==> config.mk <==
export PLATFORM = sky130hd
export DESIGN_NAME = fold_accumulator_mc
export DESIGN_NICKNAME = d
export VERILOG_FILES = /design/src/rtl/fold_accumulator_mc.sv
export SDC_FILE = /design/constraint.sdc
export NUM_CORES = 1
export LEC_CHECK = 0
export ABC_AREA = 1
export CAP_MARGIN = 20
export CORE_UTILIZATION = 55
export CTS_BUF_LIST = sky130_fd_sc_hd__clkbuf_16
export DETAILED_ROUTE_END_ITERATION = 10
export GPL_ROUTABILITY_DRIVEN = 0
export PLACE_DENSITY = 0.82
export SLEW_MARGIN = 15
export SYNTH_ARGS = -nofsm -noshare
export SYNTH_HDL_FRONTEND = slang
export SYNTH_SLANG_ARGS = --single-unit
==> constraint.sdc <==
create_clock -name clk -period 3.56 [get_ports clk]
set_input_delay 0.712 -clock clk [delete_from_list [all_inputs] [get_ports clk]]
set_output_delay 0.712 -clock clk [all_outputs]
set_load 0.05 [all_outputs]
==> src/rtl/fold_accumulator_mc.sv <==
// rtl/fold_accumulator_mc.sv - multi-channel streaming bitwise fold accumulator with registered result
// Optional FOLD_PEEK_EN adds peek_ch/peek_data for registered accumulator inspection.
module fold_accumulator_mc #(
  parameter int WIDTH    = 4,
  parameter int CHANNELS = 2,
  parameter int COUNT_W  = 4,
  localparam int CW      = (CHANNELS > 1) ? $clog2(CHANNELS) : 1
) (
  input  logic               clk,
  input  logic               rst,
  input  logic               in_valid,
  output logic               in_ready,
  input  logic [WIDTH-1:0]   in_data,
  input  logic [CW-1:0]      in_ch,
  input  logic [1:0]         in_op,
  input  logic               in_last,
`ifdef FOLD_PEEK_EN
  input  logic [CW-1:0]      peek_ch,
  output logic [WIDTH-1:0]   peek_data,
`endif
  output logic               out_valid,
  input  logic               out_ready,
  output logic [WIDTH-1:0]   out_data,
  output logic [CW-1:0]      out_ch,
  output logic [COUNT_W-1:0] out_count,
  output logic [1:0]         out_op
);

  localparam logic [1:0] OP_AND  = 2'd0;
  localparam logic [1:0] OP_OR   = 2'd1;
  localparam logic [1:0] OP_XOR  = 2'd2;

  logic [WIDTH-1:0]   acc_q  [CHANNELS];
  logic [1:0]         op_q   [CHANNELS];
  logic [COUNT_W-1:0] cnt_q  [CHANNELS];
  logic               busy_q [CHANNELS];

  logic               ch_ok;
  logic [CW-1:0]      ch_idx;
  logic               accept;
  logic               cur_busy;
  logic [1:0]         eff_op;
  logic [WIDTH-1:0]   operand;
  logic [WIDTH-1:0]   fold_res;
  logic [COUNT_W-1:0] next_cnt;

  function automatic logic [WIDTH-1:0] neutral(input logic [1:0] op);
    return (op == OP_OR || op == OP_XOR) ? '0 : '1;
  endfunction

  function automatic logic [WIDTH-1:0] fold(input logic [1:0] op,
                                            input logic [WIDTH-1:0] a,
                                            input logic [WIDTH-1:0] d);
    case (op)
      OP_AND:  return a & d;
      OP_OR:   return a | d;
      OP_XOR:  return a ^ d;
      default: return ~a | d;
    endcase
  endfunction

  assign in_ready = !out_valid || out_ready;
  assign ch_ok    = (32'(in_ch) < CHANNELS);
  // Out-of-range channels are accepted but never touch state; keep the index legal.
  assign ch_idx   = ch_ok ? in_ch : '0;
  assign accept   = in_valid && in_ready && ch_ok;

  always_comb begin
    cur_busy = busy_q[ch_idx];
    eff_op   = cur_busy ? op_q[ch_idx]  : in_op;
    operand  = cur_busy ? acc_q[ch_idx] : neutral(in_op);
    fold_res = fold(eff_op, operand, in_data);
    if (!cur_busy)
      next_cnt = COUNT_W'(1);
    else if (cnt_q[ch_idx] == '1)
      next_cnt = cnt_q[ch_idx];
    else
      next_cnt = cnt_q[ch_idx] + COUNT_W'(1);
  end

  always_ff @(posedge clk) begin
    if (rst) begin
      for (int i = 0; i < CHANNELS; i++) begin
        acc_q[i]  <= '1;
        op_q[i]   <= 2'd3;
        cnt_q[i]  <= '0;
        busy_q[i] <= 1'b0;
      end
    end else if (accept) begin
      op_q[ch_idx] <= eff_op;
      if (in_last) begin
        acc_q[ch_idx]  <= '1;
        cnt_q[ch_idx]  <= '0;
        busy_q[ch_idx] <= 1'b0;
      end else begin
        acc_q[ch_idx]  <= fold_res;
        cnt_q[ch_idx]  <= next_cnt;
        busy_q[ch_idx] <= 1'b1;
      end
    end
  end

  // A new last beat reloads the result register even while it is being drained.
  always_ff @(posedge clk) begin
    if (rst) begin
      out_valid <= 1'b0;
      out_data  <= '0;
      out_ch    <= '0;
      out_count <= '0;
      out_op    <= '0;
    end else if (accept && in_last) begin
      out_valid <= 1'b1;
      out_data  <= fold_res;
      out_ch    <= ch_idx;
      out_count <= next_cnt;
      out_op    <= eff_op;
    end else if (out_valid && out_ready) begin
      out_valid <= 1'b0;
    end
  end

`ifdef FOLD_PEEK_EN
  logic [CW-1:0] peek_idx;
  assign peek_idx = (32'(peek_ch) < CHANNELS) ? peek_ch : '0;

  always_ff @(posedge clk) begin
    if (rst)
      peek_data <= '1;
    else if (32'(peek_ch) < CHANNELS)
      peek_data <= acc_q[peek_idx];
    else
      peek_data <= '1;
  end
`endif

endmodule

==> metrics.cfg <==
[global_routing]
grt_start_max_net_pins = 18
antenna_found_initial = 0
grt_pass1_wl_um = 6070
grt_usage_pct = 23.1
first_global_vias = 1359
grt-ovfl-total = 0

[setup_path]
r2r_start = busy_q[1]
crit_start = out_ready
start_kind = input port
crit_path_top_delay_cell = clkdlybuf4s50_1
r2r_cells = 10
crit_buf_inv = 3
r2r-end = acc_q[0][2]
path_common_cell = clkdlybuf4s50_1
cp_max_fo = 4
required_ps = 2850
cp_top_family = buffers and inverters
rrSetupSlack_ps = 1730
crit_path_cell_trace = clkdlybuf4s50_1, inv_1, nand2_1, clkdlybuf4s50_1
end_kind = primary output
arrival_ps = 2120
cp.depth = 4
critical-path-max-stage-delay_ps = 810
critPathKind = input port to primary output

[placed_design]
post-dp-hpwl_um = 2770
place_inst = 312
dpl_cell_area_mm2 = 0.00219
numPortBuffers = 24

[sta]
worst_pin_slew_ps = 652
fin_crit_ps = 2830
hold_viol_final = 0
drv_slew = 0
tns_ps = 0
rsz0062_at_grt = no
clock_skew_ps = 5.35
relSlewSlack_pct = 56.4
holdWs_ps = 534
finalSetupViolCount = 0
period_share_pct = 79.5
fmax_ghz = 0.353

[routing]
drt_iter0_markers = 143
drc_errors = 0
vias = 1588
vias_per_cell = 4.96
ant_nets = 0
wl_per_cell_um = 12.1
first_pass_iters = 4
wl_um = 3890

[final_layout]
layout.cells.most_common = nand2_1
syn2layout_area_growth_pct = 20.0
nNetsFinal = 290
final_cell_mix = 80 x nand2_1, 34 x inv_1, 24 x nand3_1, 24 x clkdlybuf4s50_1, 22 x edfxtp_1
fillers = 290
fin_cells = 320
design_area_mm2 = 0.00233
drive_gt1_share_pct = 11.7
n_antenna_cell = 0

[clock_network]
postCtsHoldBufs = 0
cts_buffer_depth = 2
cts-root-buf = clkbuf_16
cts_tree = built
cts_buffers = 5
cts_setup_buffers = 0
ctsResizeCount = 0
clock_latency_ps = 280
cts_max_level = 2
cts.clk_slew.worst_paths_ps = 50
clock_sinks = 34

[floorplan]
rows = 21
floorplan.initialDensity_pct = 57.7
die_h_um = 61.4
dieArea_mm2 = 0.00377
die_w_um = 61.4
ios = 25
coreArea_mm2 = 0.00336

[yosys]
synth_seq_cells = 34
yosysSeqAreaShare_pct = 46.4
syn-cell-area_mm2 = 0.00194
synth_warnings = 0
synthesis.nets = 264
syn_area_per_cell_um2 = 7.86
synth_cells = 247
synth_cell_types = 25

[power_and_ir_drop]
powerDensity_mw_per_mm2 = 450
ir_worst_vdd_v = 0.000409
leakage_nw = 1.05

[job]
max_cap_viol_count = 0

[min_path]
worstHoldStart = out_count[3]
holdPathEnd = out_count[3]
hold_depth = 2
hold_path.class = flop to flop

[outcome]
status = completed

[worst max path at each step]
| stage | to | slack [ps] |
|---|---|---|
| final | in_ready | 730 |
| after global placement | acc_q[1][2] | 550 |
| after detailed placement | acc_q[1][2] | 510 |
| after CTS | in_ready | 720 |
| after global routing | acc_q[0][2] | 570 |
| after floorplan | acc_q[0][0] | 1440 |
[routing by layer]
metal	global-route usage [%]	wire length, µm
met5	0	0
met4	7.94	57
met3	6.30	265
met2	34.5	1680
met1	32.7	1880
[worst min-delay path: stages (launching register included)]
cell and delay [ps]:
dfxtp_1 300, o21ai_0 140, a21oi_1 40
[cell type report]
type / count / area (µm²) / area share (%)
multi-input combinational: 169 / 832 / 35.7
sequential: 34 / 901 / 38.7
timing repair buffer: 27 / 263 / 11.3
inverter: 36 / 138 / 5.91
tap: 46 / 57.6 / 2.47
clock inverter: 3 / 12.5 / 0.537
clock buffer: 5 / 125 / 5.37
[synthesized netlist by cell type]
| library cell | instances | area [µm²] |
|---|---|---|
| nand3_2 | 1 | 10.0 |
| o21ai_0 | 8 | 40.0 |
| nand3_1 | 24 | 120 |
| inv_4 | 1 | 6.26 |
| nand2_2 | 12 | 75.1 |
| a21oi_1 | 11 | 55.1 |
| nor2_1 | 13 | 48.8 |
| o21a_1 | 4 | 30.0 |
| dfxtp_1 | 12 | 240 |
| nor2_2 | 1 | 6.26 |
| clkbuf_1 | 1 | 3.75 |
| nor3_2 | 1 | 10.0 |
| ha_1 | 5 | 62.6 |
| o21bai_1 | 1 | 7.51 |
| o21ai_1 | 3 | 15.0 |
| a21oi_2 | 1 | 8.76 |
| nand2_4 | 1 | 11.3 |
| o21ai_2 | 1 | 8.76 |
| inv_2 | 2 | 7.51 |
| buf_6 | 5 | 56.3 |
| nor2_4 | 2 | 22.5 |
| inv_1 | 33 | 124 |
| buf_2 | 2 | 10.0 |
| nand2_1 | 80 | 300 |
| edfxtp_1 | 22 | 661 |
[report_power, final]
group / switching, W / internal (W)
clock network: 0.000147 / 0.000252
registers: 0.00000832 / 0.000440
logic: 0.000134 / 0.0000672
[per-stage QoR]
stage	utilization (%)	power, W	setup WS, ps
2_1_floorplan	-	0.000601	1440
3_3_place_gp	65.1	0.000652	549
3_5_place_dp	65.1	0.000655	506
4_1_cts	69.2	0.00105	718
5_1_grt	69.2	0.00109	567
6_report	69.2	0.00105	729
[cells by family (layout without fill, tap and decap cells)]
logic type                 count (synthesis)  in the layout  synth area share (%)
and+or+nand+nor                          135            135                  31.1
buffers and inverters                     44             71                  10.7
DFF                                       34             34                  46.4
AOI/OAI and AO/OA                         29             29                  8.51
adders and majority gates                  5              5                  3.22
[state kept, by name, summed over array words and instances (netlist names)]
register	count
acc_q	8
cnt_q	8
op_q	4
out_count	4
out_data	4
busy_q	2
out_op	2
out_ch	1
out_valid	1
Power figures use the tool's default switching activity.
